===== src/rtl/emulador_hcsr04.sv =====
// emulador_hcsr04: sensor-side model of an HC-SR04 ultrasonic ranger.
// It measures the width of the trigger pulse from the sonar. After a valid
// trigger it waits a fixed delay, then drives an echo pulse whose width
// encodes the distance latched at the end of the trigger. A hold-off period
// follows each echo, and triggers are ignored until it has elapsed.
module emulador_hcsr04 #(
   parameter int unsigned TRIG_MIN_CYCLES   = 500,
   parameter int unsigned ECHO_DELAY_CYCLES = 1000,
   parameter int unsigned CYCLES_PER_CM     = 2941,
   parameter int unsigned MAX_CM            = 400,
   parameter int unsigned TIMEOUT_CYCLES    = 1_900_000,
   parameter int unsigned HOLDOFF_CYCLES    = 50_000
) (
   input  logic       clock,
   input  logic       reset,
   input  logic       habilitar,
   input  logic       trigger,
   input  logic [8:0] distancia,
   output logic       echo,
   output logic       ocupado,
   output logic       pronto,
   output logic [3:0] db_estado
);

   // One shared counter serves the trigger width, the echo delay, the timeout
   // width and the hold-off. Its width is set by the longest of these spans.
   localparam int unsigned SPAN_A = (TIMEOUT_CYCLES > HOLDOFF_CYCLES) ? TIMEOUT_CYCLES : HOLDOFF_CYCLES;
   localparam int unsigned SPAN_B = (ECHO_DELAY_CYCLES > TRIG_MIN_CYCLES) ? ECHO_DELAY_CYCLES : TRIG_MIN_CYCLES;
   localparam int unsigned SPAN   = (SPAN_A > SPAN_B) ? SPAN_A : SPAN_B;
   localparam int CNT_W = $clog2(SPAN + 1);
   localparam int CYC_W = (CYCLES_PER_CM > 1) ? $clog2(CYCLES_PER_CM) : 1;

   // The rising-edge cycle of trig_s is consumed in ESPERA_TRIGGER. The count
   // therefore holds (high width - 1) when the trigger falls.
   localparam logic [CNT_W-1:0] TRIG_LAST    = CNT_W'(TRIG_MIN_CYCLES - 1);
   localparam logic [CNT_W-1:0] DELAY_LAST   = CNT_W'(ECHO_DELAY_CYCLES - 1);
   localparam logic [CNT_W-1:0] TIMEOUT_LAST = CNT_W'(TIMEOUT_CYCLES - 1);
   localparam logic [CNT_W-1:0] HOLD_LAST    = CNT_W'(HOLDOFF_CYCLES - 1);
   localparam logic [CYC_W-1:0] CYC_LAST     = CYC_W'(CYCLES_PER_CM - 1);
   localparam logic [8:0]       MAX_CM_V     = 9'(MAX_CM);

   typedef enum logic [3:0] {
      INICIAL        = 4'd0,
      ESPERA_TRIGGER = 4'd1,
      MEDE_TRIGGER   = 4'd2,
      ESPERA_ECHO    = 4'd3,
      ECHO_ALTO      = 4'd4,
      HOLDOFF        = 4'd5
   } estado_t;

   estado_t          estado_q, estado_d;
   logic [CNT_W-1:0] cnt_q, cnt_d;
   logic [CYC_W-1:0] cyc_q, cyc_d;
   logic [8:0]       cm_q, cm_d;
   logic [8:0]       dist_q, dist_d;
   logic             fora_q, fora_d;
   logic             echo_q, echo_d;
   logic             ocupado_q, ocupado_d;
   logic             pronto_q, pronto_d;
   logic             sync1_q, trig_s_q, trig_prev_q;
   logic             trig_rise;
   logic             fim_echo;

   assign trig_rise = trig_s_q & ~trig_prev_q;

   // Next-state, counter and output computation for the responder FSM
   always_comb begin
      // NOTE: every signal written here gets a default first, so no path leaves one unassigned and no latch is inferred.
      estado_d = estado_q;
      cnt_d    = cnt_q;
      cyc_d    = cyc_q;
      cm_d     = cm_q;
      dist_d   = dist_q;
      fora_d   = fora_q;
      fim_echo = 1'b0;

      if (!habilitar) begin
         estado_d = INICIAL;
         cnt_d    = '0;
      end else begin
         case (estado_q)
            INICIAL: begin
               estado_d = ESPERA_TRIGGER;
               cnt_d    = '0;
            end
            ESPERA_TRIGGER: begin
               if (trig_rise) begin
                  estado_d = MEDE_TRIGGER;
                  cnt_d    = '0;
               end
            end
            MEDE_TRIGGER: begin
               if (trig_s_q) begin
                  // Saturate at the threshold so a trigger held very long
                  // cannot wrap the counter and be rejected.
                  if (cnt_q != TRIG_LAST) cnt_d = cnt_q + 1'b1;
               end else if (cnt_q == TRIG_LAST) begin
                  estado_d = ESPERA_ECHO;
                  cnt_d    = '0;
                  dist_d   = distancia;
                  fora_d   = (distancia == 9'd0) || (distancia > MAX_CM_V);
               end else begin
                  estado_d = ESPERA_TRIGGER;
               end
            end
            ESPERA_ECHO: begin
               if (cnt_q == DELAY_LAST) begin
                  estado_d = ECHO_ALTO;
                  cnt_d    = '0;
                  cyc_d    = '0;
                  cm_d     = '0;
               end else begin
                  cnt_d = cnt_q + 1'b1;
               end
            end
            ECHO_ALTO: begin
               if (fora_q) begin
                  if (cnt_q == TIMEOUT_LAST) fim_echo = 1'b1;
                  else                       cnt_d    = cnt_q + 1'b1;
               end else if (cyc_q == CYC_LAST) begin
                  // One centimetre has elapsed. Stop after the latched count.
                  cyc_d = '0;
                  if (cm_q == dist_q - 9'd1) fim_echo = 1'b1;
                  else                       cm_d     = cm_q + 9'd1;
               end else begin
                  cyc_d = cyc_q + 1'b1;
               end
               if (fim_echo) begin
                  estado_d = HOLDOFF;
                  cnt_d    = '0;
               end
            end
            HOLDOFF: begin
               if (cnt_q == HOLD_LAST) begin
                  estado_d = ESPERA_TRIGGER;
                  cnt_d    = '0;
               end else begin
                  cnt_d = cnt_q + 1'b1;
               end
            end
            default: estado_d = INICIAL;
         endcase
      end

      // Outputs are derived from the next state so that they register in step with it
      echo_d    = (estado_d == ECHO_ALTO);
      ocupado_d = !((estado_d == INICIAL) || (estado_d == ESPERA_TRIGGER));
      pronto_d  = (estado_q == ECHO_ALTO) && (estado_d == HOLDOFF);
   end

   // State, counters, synchronizer and registered outputs
   always_ff @(posedge clock or posedge reset) begin
      if (reset) begin
         estado_q    <= INICIAL;
         cnt_q       <= '0;
         cyc_q       <= '0;
         cm_q        <= '0;
         dist_q      <= '0;
         fora_q      <= 1'b0;
         echo_q      <= 1'b0;
         ocupado_q   <= 1'b0;
         pronto_q    <= 1'b0;
         sync1_q     <= 1'b0;
         trig_s_q    <= 1'b0;
         trig_prev_q <= 1'b0;
      end else begin
         // NOTE: non-blocking assignments make every flop sample pre-edge values, so the synchronizer chain shifts by exactly one stage per clock.
         estado_q    <= estado_d;
         cnt_q       <= cnt_d;
         cyc_q       <= cyc_d;
         cm_q        <= cm_d;
         dist_q      <= dist_d;
         fora_q      <= fora_d;
         echo_q      <= echo_d;
         ocupado_q   <= ocupado_d;
         pronto_q    <= pronto_d;
         sync1_q     <= trigger;
         trig_s_q    <= sync1_q;
         trig_prev_q <= trig_s_q;
      end
   end

   assign echo      = echo_q;
   assign ocupado   = ocupado_q;
   assign pronto    = pronto_q;
   assign db_estado = estado_q;

endmodule

===== config.mk =====
export PLATFORM = sky130hd
export DESIGN_NAME = emulador_hcsr04
export DESIGN_NICKNAME = d
export VERILOG_FILES = /design/src/rtl/emulador_hcsr04.sv
export SDC_FILE = /design/constraint.sdc
export NUM_CORES = 1
export LEC_CHECK = 0
export BUFFER_PORTS_ARGS = -buffer_cell sky130_fd_sc_hd__buf_4
export CORE_ASPECT_RATIO = 0.5
export CORE_MARGIN = 2
export CORE_UTILIZATION = 55
export CTS_CLUSTER_SIZE = 14
export DETAILED_ROUTE_END_ITERATION = 16
export PLACE_DENSITY = 0.73
export SLEW_MARGIN = 20
export SYNTH_ARGS = -nofsm -noshare
export SYNTH_HDL_FRONTEND = slang
export SYNTH_SLANG_ARGS = --single-unit

===== constraint.sdc =====
create_clock -name clock -period 3.75 [get_ports clock]
set_input_delay 1.125 -clock clock [delete_from_list [all_inputs] [get_ports clock]]
set_output_delay 1.125 -clock clock [all_outputs]
set_load 0.03 [all_outputs]

Word-level counts from Yosys, hierarchy flattened
Index checks and enable logic that the tools add are counted.
- muxes and demuxes: 34
- reduce and logical (&&, ||, !) cells: 12
- bitwise gates (word level): 3
- add/subtract/negate cells: 4
- order comparisons: 1
- eq/ne operators: 25
- operators by type and width (kind ; number):
    21-bit two-way mux ; 10
    21-bit case mux with 6 select lines ; 1
    12-bit two-way mux ; 3
    9-bit two-way mux ; 4
    4-bit two-way mux ; 6
    12-bit case mux with 2 select lines ; 1
    4-bit case mux with 6 select lines ; 1
    21-bit by 1-bit adder with 21-bit output, second input constant ; 1
    21-bit by 10-bit equality test with 1-bit output, second input constant ; 1
    21-bit by 16-bit equality test with 1-bit output, second input constant ; 1
    21-bit equality test, second input constant ; 1
    21-bit by 9-bit equality test with 1-bit output, second input constant ; 1
    21-bit by 9-bit inequality test with 1-bit output, second input constant ; 1
    9-bit case mux with 2 select lines ; 1
    4-bit by 3-bit equality test with 1-bit output, second input constant ; 4
    4-bit inequality test, second input constant ; 4
    12-bit by 1-bit adder with 12-bit output, second input constant ; 1
    12-bit equality test, second input constant ; 1
    6-bit AND reduction ; 2
    9-bit by 1-bit adder with 9-bit output, second input constant ; 1
    9-bit equality test ; 1
    9-bit greater-than comparator, second input constant ; 1
    9-bit zero test ; 1
    9-bit by 1-bit subtractor with 9-bit output, second input constant ; 1
    other kinds (15) ; 29
- bits in registers: 62
- output and inout port bits: 7
- word-level logic and storage cells: 91
- input bits: 13

Depth between registers and ports, before layout
- depth in word-level cells: 13
- mapped depth: 10
- depth with buffers taken out: 9

Worst setup path before layout
OpenSTA, ideal clock, no wires.
- kind: reg-to-reg
- start: register dist_q[3]
- end: register cnt_q[2]
- arrival: 2599 ps
- required time: 3629 ps
- cell stages (with the launch flop): 10
- setup time: 121 ps
- buffers on the path: 2
- slack: 1030 ps
- period minus slack after synthesis: 2720 ps
- path through: dfrtp_1 -> buf_6 -> or4_4 -> or4_4 -> a22oi_2 -> and4_2 -> a31oi_4 -> buf_6 -> o21bai_1 -> a22o_1
- cells in the longest elaborated chain, start to end: 10
- elaborated cells between the ends (all ways): 13
- classes of those cells: add/sub (1); eq/ne (3); mux (8); reduce/logical (1)
- ends and longest elaborated chain (what ; line ; RTL):
    start, declared ; 55 ; logic [8:0] dist_q, dist_d;
    start signal, assigned ; 172 ; dist_q <= dist_d;
    9-bit by 1-bit subtractor with 9-bit output (*) ; 123 ; if (cm_q == dist_q - 9'd1) fim_echo = 1'b1;
    9-bit equality test (*) ; 123 ;
    1-bit two-way mux (*) ; 123 ;
    1-bit two-way mux (*) ; 120 ; end else if (cyc_q == CYC_LAST) begin
    1-bit two-way mux (*) ; 117 ; if (fora_q) begin
    1-bit two-way mux (*) ; 81 ; case (estado_q)
    1-bit two-way mux (*) ; 77 ; if (!habilitar) begin
    21-bit two-way mux ; 128 ; if (fim_echo) begin
    21-bit case mux with 6 select lines ; 81 ;
    21-bit two-way mux ; 77 ;
    end signal, assigned ; 169 ; cnt_q <= cnt_d;
    end, declared ; 52 ; logic [CNT_W-1:0] cnt_q, cnt_d;
Mark *: on every way between the ends. The rest lies on a longest branch, timed or not. The select of a mux whose other input is x is not followed.
A chain may end at the register's enable or synchronous reset.

Final worst setup path
- start: register cnt_q[12]
- end: register cnt_q[0]
- cells in the longest elaborated chain, start to end: 8
- elaborated cells between the ends (all ways): 19
- classes of those cells: eq/ne (9); mux (9); reduce/logical (1)
- ends and longest elaborated chain (what ; line ; RTL):
    21-bit equality test ; 118 ; if (cnt_q == TIMEOUT_LAST) fim_echo = 1'b1;
    1-bit two-way mux ; 118 ;
    1-bit two-way mux ; 117 ;
    1-bit two-way mux ; 81 ;
    1-bit two-way mux ; 77 ;
    21-bit two-way mux ; 128 ;
    21-bit case mux with 6 select lines ; 81 ;
    21-bit two-way mux ; 77 ;
Parallel ways exist; a longest one is shown, timed or not. The select of a mux whose other input is x is not followed.

==> impl_metrics.json <==
{
  "drc": 0,
  "cts_tree": "done",
  "synthArstFlopShare_pct": 100.0,
  "post-route-period-util_pct": 87.51,
  "synthesis.nets": 421,
  "cts.sinks": 62,
  "cts-hold-fix-buffers": 0,
  "end_kind": "flip-flop",
  "critPathLaunch": "cnt_q[12]",
  "grt_max_degree": 63,
  "die_x_um": 123.1,
  "grt_overflow_total": 0,
  "ys_seq_area_share_pct": 39.74,
  "area_growth_pct": 11.89,
  "start_util_pct": 57.59,
  "drv_slew": 0,
  "setup-tns-final_ps": 0,
  "num_rows": 21,
  "grt_pass1_vias": 3271,
  "slew_headroom_pct": 32.81,
  "worstPathRequired_ps": 3960,
  "antenna_found_initial": 0,
  "ant_nets": 0,
  "clk_latency_ps": 330,
  "syn_inst": 403,
  "post-cts-setup-buffers": 0,
  "port_buffers": 19,
  "power_density_nw_per_um2": 359.2,
  "leakagePower_nw": 1.891,
  "gp_congestion": 0.8848,
  "hpwl_um": 5927,
  "drt-total-wl_um": 8491,
  "ys.flop_type": "dfrtp_1",
  "cts-root-buf": "clkbuf_16",
  "vias_per_cell": 6.246,
  "rsz0062_at_grt": "false",
  "worst_slew_pin_slew_ps": 1008,
  "fillers": 553,
  "io_pins": 20,
  "synth_cell_types": 62,
  "yosys_warnings": 0,
  "die_y_um": 63.57,
  "cts.clk_slew.worst_paths_ps": 50,
  "ys_ff_latch": 62,
  "grt_pass1_wl_um": 15100,
  "core_area_um2": 6779,
  "vias": 3229,
  "hold_viol_final": 0,
  "status": "complete, no violations",
  "reg2reg_from": "cnt_q[12]",
  "hold_class": "flip-flop to flip-flop",
  "min_from": "sync1_q",
  "max_cap_viol_count": 0,
  "numCtsBuffers": 9,
  "drive_gt1_share_pct": 16.94,
  "finalSetupViolCount": 0,
  "path_class": "flip-flop to flip-flop",
  "synth_edf_count": 0,
  "vdd_drop_max_uv": 243.6,
  "startpoint_type": "flip-flop",
  "min_period_ps": 3282,
  "dieArea_um2": 7828,
  "cts_resized": 0,
  "wire_per_inst_um": 16.42,
  "drtIter0Drc": 224,
  "total_power_mw": 1.569,
  "max_freq_mhz": 304.7,
  "nets": 438,
  "finClkSkew_ps": 8.078,
  "avgSynthCellArea_um2": 9.687,
  "antennaDiodeCount": 0,
  "dr.pass1.iters": 5,
  "track_usage_pct": 24.44,
  "arrival_ps": 3490,
  "critPathMaxFanout": 33,
  "syn-cell-area_um2": 3904,
  "cts_buffer_depth": 2,
  "htreeDepth": 3
}
-- critical path, stage by stage (launching register included) --
cell,delay [ps]
dfrtp_1,460
nor4_1,480
nand3_1,250
o311ai_0,730
nand3_1,230
o211ai_4,210
buf_4,390
nor2_4,110
mux2_2,310
-- cells in the mapped netlist (7+ instances only) --
master	count	area, um2
a21o_1	8	60.06
a21oi_1	8	40.04
and4_1	8	70.07
clkbuf_1	7	26.28
dfrtp_1	62	1551
inv_1	11	41.29
mux2_2	8	90.09
nand2_1	42	157.7
nand2b_1	10	62.56
nand3_1	19	95.09
nand4_1	14	87.58
nor2_1	24	90.09
nor3_1	16	80.08
nor4_1	9	56.30
o21ai_0	18	90.09
o21bai_1	7	52.55
o2bb2a_1	10	100.1
o41ai_2	10	162.7
xnor2_1	8	70.07
xor2_1	9	78.83
-- through the flow --
stage	std cells	setup slack, ps	hold slack, ps	cell area, um2	utilization, %
after floorplan	403	1030	331.2	3904	-
after global placement	501	640.5	334.0	4085	60.26
after detailed placement	501	548.2	334.7	4085	60.26
after CTS	517	530.7	345.3	4368	64.43
after global routing	517	266.7	361.3	4368	64.43
final	517	468.5	344.6	4368	64.43
-- logic make-up after synthesis --
| logic type | after synthesis | synth area share (%) |
|---|---|---|
| compound gates | 93 | 20.55 |
| xor+xnor | 17 | 3.814 |
| fa+ha+maj | 5 | 1.603 |
| buf+inv | 27 | 3.910 |
| flops | 62 | 39.74 |
| mux | 12 | 3.333 |
| other cells | 1 | 0.09606 |
| simple gates | 186 | 26.96 |
-- cells in the final DEF (no fill, tap or decap), types with 5 or more instances in the layout --
cell type,Yosys,final
and4_1,8,8
o31ai_1,5,5
nand4_1,14,14
inv_1,11,10
mux2_2,8,8
buf_4,1,21
o21bai_1,7,7
xor2_1,9,9
o41ai_2,10,10
nor4_1,9,9
nand3_1,19,19
nand2b_1,10,10
a21oi_1,8,8
nor3_1,16,16
ha_1,5,5
dfrtp_1,62,62
and3_1,5,5
a21o_1,8,8
o2bb2a_1,10,10
nor2b_1,6,6
nor2_1,24,24
nand2_1,42,42
xnor2_1,8,8
clkbuf_16,0,9
o21ai_0,18,18
-- registers in the layout, summed over array words and instances, names as in the netlist --
name         count
fora_q           1
cm_q             9
cyc_q           12
db_estado        4
cnt_q           21
trig_s_q         1
ocupado          1
pronto           1
dist_q           9
trig_prev_q      1
sync1_q          1
echo             1
-- layer usage --
metal	wire length, um	part of all wire [%]	global-route usage, %
met5	0	0	0
met4	98	1.2	7.244
met3	426	5.0	7.518
met2	3973	47	39.63
met1	3992	47	31.44
-- final timing paths --
path	end	slack [ps]	cells past startpoint
worst max-delay path	cnt_q[0]	470	8
worst min-delay path	trig_s_q	340	0
worst max register to register	cnt_q[0]	470	8
worst min register to register	trig_s_q	340	0
max in group asynchronous	cnt_q[3]	2640	3
min in group asynchronous	dist_q[7]	860	3
-- power by group --
group / internal (mW) / switching [mW] / leakage [nW] / total [mW]
logic: 0.0347 / 0.0480 / 0.911 / 0.0827
registers: 0.679 / 0.0132 / 0.837 / 0.692
clock network: 0.509 / 0.286 / 0.143 / 0.795
-- layout make-up --
type                       count  area [um2]  share of cell area (%)
timing repair buffer          22       177.7                   4.068
tap                           92       115.1                   2.635
inverter                      11       41.29                  0.9453
sequential                    62        1551                   35.52
clock buffer                  11       232.7                   5.328
clock inverter                 5       50.05                   1.146
multi-input combinational    314        2200                   50.36
No activity file was read; power rests on OpenSTA's default activity.
